<file path="config.mk">
export PLATFORM = sky130hd
export DESIGN_NAME = mem_port_arbiter
export DESIGN_NICKNAME = d
export VERILOG_FILES = /design/src/rtl/mem_port_arbiter.sv
export SDC_FILE = /design/constraint.sdc
export NUM_CORES = 1
export LEC_CHECK = 0
export ABC_AREA = 1
export ABC_CLOCK_PERIOD_IN_PS = 1400
export BUFFER_PORTS_ARGS = -buffer_cell sky130_fd_sc_hd__buf_2
export CAP_MARGIN = 20
export CELL_PAD_IN_SITES_DETAIL_PLACEMENT = 1
export CELL_PAD_IN_SITES_GLOBAL_PLACEMENT = 1
export CORE_MARGIN = 4
export CORE_UTILIZATION = 29
export DETAILED_ROUTE_END_ITERATION = 6
export GPL_TIMING_DRIVEN = 0
export PLACE_DENSITY = 0.76
export SYNTH_ARGS = -nofsm -noshare
export SYNTH_HDL_FRONTEND = slang
export SYNTH_SLANG_ARGS = --single-unit
export TNS_END_PERCENT = 50
</file>
<file path="constraint.sdc">
create_clock -name clk -period 1.4 [get_ports clk]
set_input_delay 0.14 -clock clk [delete_from_list [all_inputs] [get_ports clk]]
set_output_delay 0.14 -clock clk [all_outputs]
set_load 0.1 [all_outputs]
</file>
<file path="src/rtl/mem_port_arbiter.sv">
// Single-port data-memory arbiter between the datapath core and a DMA/debug requester.
// Core is preferred; a bounded streak counter guarantees the DMA gets through.
module mem_port_arbiter #(
  parameter int DATA_W     = 32,
  parameter int ADDR_W     = 9,
  parameter int MAX_CONSEC = 4
) (
  input  logic              clk,
  input  logic              reset,
  input  logic              core_req,
  input  logic              core_we,
  input  logic [ADDR_W-1:0] core_addr,
  input  logic [DATA_W-1:0] core_wdata,
  output logic              core_gnt,
  output logic              core_rvalid,
  output logic [DATA_W-1:0] core_rdata,
  input  logic              dma_req,
  input  logic              dma_we,
  input  logic [ADDR_W-1:0] dma_addr,
  input  logic [DATA_W-1:0] dma_wdata,
  output logic              dma_gnt,
  output logic              dma_rvalid,
  output logic [DATA_W-1:0] dma_rdata,
  output logic              mem_wr,
  output logic              mem_rd,
  output logic [ADDR_W-1:0] mem_addr,
  output logic [DATA_W-1:0] mem_wdata,
  input  logic [DATA_W-1:0] mem_rdata,
  output logic              busy
);

  localparam logic [3:0] LP_MAX = 4'(MAX_CONSEC);

  typedef enum logic [1:0] {
    ST_IDLE   = 2'd0,
    ST_ACCESS = 2'd1,
    ST_RESP   = 2'd2
  } state_t;

  state_t              r_state;
  state_t              w_state_nxt;
  logic                r_id;        // 1 = DMA owns the current transaction
  logic                r_we;
  logic [ADDR_W-1:0]   r_addr;
  logic [DATA_W-1:0]   r_wdata;
  logic [3:0]          r_consec;
  logic [DATA_W-1:0]   r_core_rdata;
  logic [DATA_W-1:0]   r_dma_rdata;

  logic                w_any_req;
  logic                w_dma_sel;
  logic                w_launch;

  assign w_any_req = core_req | dma_req;
  // DMA wins when alone, or when the core has used up its streak allowance.
  assign w_dma_sel = dma_req & (~core_req | (r_consec == LP_MAX));
  assign w_launch  = (r_state == ST_IDLE) & w_any_req;

  assign mem_addr  = r_addr;
  assign mem_wdata = r_wdata;

  always_ff @(posedge clk) begin
    if (!reset) begin
      r_state <= ST_IDLE;
    end else begin
      r_state <= w_state_nxt;
    end
  end

  always_comb begin
    w_state_nxt = r_state;
    core_gnt    = 1'b0;
    dma_gnt     = 1'b0;
    core_rvalid = 1'b0;
    dma_rvalid  = 1'b0;
    mem_wr      = 1'b0;
    mem_rd      = 1'b0;
    busy        = 1'b1;
    core_rdata  = r_core_rdata;
    dma_rdata   = r_dma_rdata;
    case (r_state)
      ST_IDLE: begin
        busy = 1'b0;
        if (w_any_req) begin
          w_state_nxt = ST_ACCESS;
        end
      end
      ST_ACCESS: begin
        mem_wr      = r_we;
        mem_rd      = ~r_we;
        core_gnt    = ~r_id;
        dma_gnt     = r_id;
        w_state_nxt = r_we ? ST_IDLE : ST_RESP;
      end
      ST_RESP: begin
        // Read data arrives this cycle; present it immediately and hold it afterwards.
        core_rvalid = ~r_id;
        dma_rvalid  = r_id;
        if (r_id) begin
          dma_rdata = mem_rdata;
        end else begin
          core_rdata = mem_rdata;
        end
        w_state_nxt = ST_IDLE;
      end
      default: begin
        w_state_nxt = ST_IDLE;
      end
    endcase
  end

  always_ff @(posedge clk) begin
    if (!reset) begin
      r_id         <= 1'b0;
      r_we         <= 1'b0;
      r_addr       <= '0;
      r_wdata      <= '0;
      r_consec     <= 4'd0;
      r_core_rdata <= '0;
      r_dma_rdata  <= '0;
    end else begin
      if (w_launch) begin
        r_id    <= w_dma_sel;
        r_we    <= w_dma_sel ? dma_we    : core_we;
        r_addr  <= w_dma_sel ? dma_addr  : core_addr;
        r_wdata <= w_dma_sel ? dma_wdata : core_wdata;
        if (w_dma_sel) begin
          r_consec <= 4'd0;
        end else if (dma_req && (r_consec != LP_MAX)) begin
          r_consec <= r_consec + 4'd1;
        end
      end
      if (r_state == ST_RESP) begin
        if (r_id) begin
          r_dma_rdata <= mem_rdata;
        end else begin
          r_core_rdata <= mem_rdata;
        end
      end
    end
  end

endmodule

</file>
==> impl_metrics.toml <==
[cts]
cts_root_buf = "clkbuf_16"
cts_made_buffers = 17
clk_pin_slew_ns = 0.06
clock_sinks = 113
cts_buffer_depth = 2
h-tree-depth = 4
clk_latency_ns = 0.41
cts_tree = "done"

[drt]
wl_per_cell_um = 16.3
drt-vias-per-instance = 4.48
wirelength_um = 21700
drc = 0
vias = 5954
drtIter0Drc = 178
firstDrtPassIters = 6
ant_nets = 0

[run]
maxCapViolations = 0

[pwr]
pwr_density_cell_nw_per_um2 = 1250
p_leak_nw = 4.85
pwr-share-comb_pct = 34.0
p_sw_w = 0.00467
pwr-share-seq_pct = 29.9
power.share.clock_pct = 36.1
swShare_pct = 39.6
internal_power_w = 0.00713
ir_worst_vdd_mv = 0.844

[global_route]
grt-ovfl-total = 0
grt_pass1_vias = 6300
grt_pass1_wl_um = 31800
grt.total_usage_pct = 19.5
grt_max_degree = 17
grt_antenna_before_repair = 1

[setup_path]
critPathKind = "flop to primary output"
cpPeakStageDelay_ns = 0.33
crit_top_cell = "buf_12"
cp.arrival_ns = 1.80
r2r-start = "r_consec[0]"
crit_path_cell_trace = "inv_2, nor2_4, nand2_2, buf_12, buf_12, o21ai_4, clkinvlp_4, buf_12"
required_ns = 1.26
crit_path_top_delay_cell = "dfxtp_2"
cp_max_fo = 10
startpoint = "r_state[1]"
worstSetupEndpointType = "primary output"
cp-start-kind = "flop"

[timing]
finalHoldViolations = 0
fmax_mhz = 516
slew_headroom_pct = 61.5
final.setup.tns_ns = -31.61
period_share_pct = 138
finalCriticalPeriod_ns = 1.94
finalWorstSetupSlack_ns = -0.537
drv_slew = 0
hold_slack_ns = 0.0139
setup-violations-final = 111
rsz0062_at_grt = "true"
finClkSkew_ns = 0.00726
tightest_slew_ns = 0.577

[die]
dieWidth_um = 144
io_pins = 232
die_h_um = 144
initial_core_util_pct = 29.8
fp-row-count = 49
core_area_um2 = 18100
die_area_um2 = 20900

[placed_design]
port_buffers = 229
place_congestion = 0.849
dp_hpwl_um = 14100
dpl_cell_area_um2 = 7280

[hold_path]
worstHoldStart = "core_wdata[27]"
min_path_type = "primary input to flop"

[yosys]
synthCells = 827
netlist_area_um2 = 5400
synth-seq-cells = 113
syn_nets = 949
ys_types = 21
synth_area_per_cell_um2 = 6.53
ys_warn_count = 0
ys_seq_area_share_pct = 41.9

[outcome]
violations = "negative setup slack"
status = "finished, violations left"

[finish]
final_nets = 1209
area_growth_syn_to_layout_pct = 74.8
antenna_cells = 0
drive_gt1_share_pct = 44.7
final_area_um2 = 9450
## cell usage after synthesis
cell type	number	area, µm²
a21oi_1	3	15.0
buf_2	20	100
buf_4	5	37.5
buf_6	6	67.6
clkbuf_1	16	60.1
dfxtp_1	113	2260
ha_1	2	25.0
inv_1	203	762
inv_2	21	78.8
nand2_1	162	608
nand2_2	2	12.5
nand3_1	130	651
nand4_1	1	6.26
nor2_1	72	270
nor2_2	2	12.5
nor2_4	1	11.3
nor3_1	1	5.00
o21ai_0	2	10.0
o21ai_1	45	225
o21ai_2	19	166
o21ai_4	1	16.3
## power groups by stage
stage	clock, W	sequential [W]	combinational, W
finish	0.00426	0.00353	0.00401
detailed placement	0	0.00359	0.00339
global placement	0	0.00358	0.00336
CTS	0.00436	0.00353	0.00382
global route	0.00454	0.00355	0.00421
floorplan	0	0.00448	0.00180
## critical path, delay by kind of cell (launching register included)
family                 cells  cell delay [ns]
AO/OA/AOI/OAI              1             0.17
flip-flops                 1             0.33
buffers and inverters      5             0.70
AND/OR/NAND/NOR            2             0.18
## flip-flops by register name, summed over array words and instances (netlist names)
register      cells
mem_wdata        32
r_core_rdata     32
r_dma_rdata      32
mem_addr          9
r_consec          4
r_state           2
r_id              1
r_we              1
## kinds of logic after synthesis
group                    synth area share (%)
AO/OA/AOI/OAI                            8.01
adder cells (fa/ha/maj)                 0.463
buffers and inverters                    20.5
AND/OR/NAND/NOR                          29.2
flip-flops                               41.9
## per-layer routing
metal  vias to the layer above  share of wire [%]  global-route usage (%)
met5                         -              0.060                       0
met4                         2                1.5                    5.89
met3                        26                6.8                    6.42
met2                       184                 53                    35.7
met1                      2771                 39                    21.3
li1                       2971                  -                       -
## per-stage QoR
stage               power [W]  setup WS [ns]  util (%)  instances
global route           0.0123         -0.641      52.0       1329
finish                 0.0118         -0.537      52.0       1329
global placement      0.00695         -0.297      40.1       1285
CTS                    0.0117         -0.537      49.3       1326
floorplan             0.00628         -0.227         -        827
detailed placement    0.00698         -0.309      40.1       1285
## cell usage in the layout, fill, tap and decap left out, types with 2 or more instances in the layout
master and n:
buf_4 18, a21oi_1 3, clkbuf_1 14, clkbuf_16 17, o21ai_0 2, buf_2 163
bufinv_16 2, inv_1 156, o21ai_4 54, dfxtp_2 4, buf_8 18, nor2_1 68
nor2_4 4, buf_6 15, o21ai_2 11, clkbuf_8 3, ha_1 2, nand3_1 129
nor2_2 3, clkinvlp_4 33, nand2_4 5, dfxtp_1 108, clkinv_2 5, inv_2 40
nand2_1 123, buf_12 56, nand2_2 36
## cell type report
class / instances / area [µm²]
fillers: 2225 / 8700
multi-input cells: 443 / 2750
flip-flops and latches: 113 / 2270
repair buffers: 241 / 2150
inverters: 224 / 946
plain buffers: 47 / 460
clock buffers: 18 / 439
well taps: 229 / 287
clock inverters: 14 / 140
## repair_timing
| action | in CTS | in global routing |
|---|---|---|
| pin swaps | 5 | 3 |
| buffers inserted | 8 | 3 |
| endpoints found under the hold margin | 1 | 0 |
| setup endpoints to repair | 113 | 116 |
| resized for setup | 287 | 116 |
| hold buffers | 1 | 0 |
## worst paths after layout
kind                                      end  slack (ns)  depth (start not counted)
worst max register to register  mem_wdata[11]       -0.07                          9
worst min-delay path            mem_wdata[27]        0.01                          5
worst min register to register  mem_wdata[20]        0.46                          2
worst max-delay path            core_rdata[7]       -0.54                          8
(Power assumes the default switching activity.)
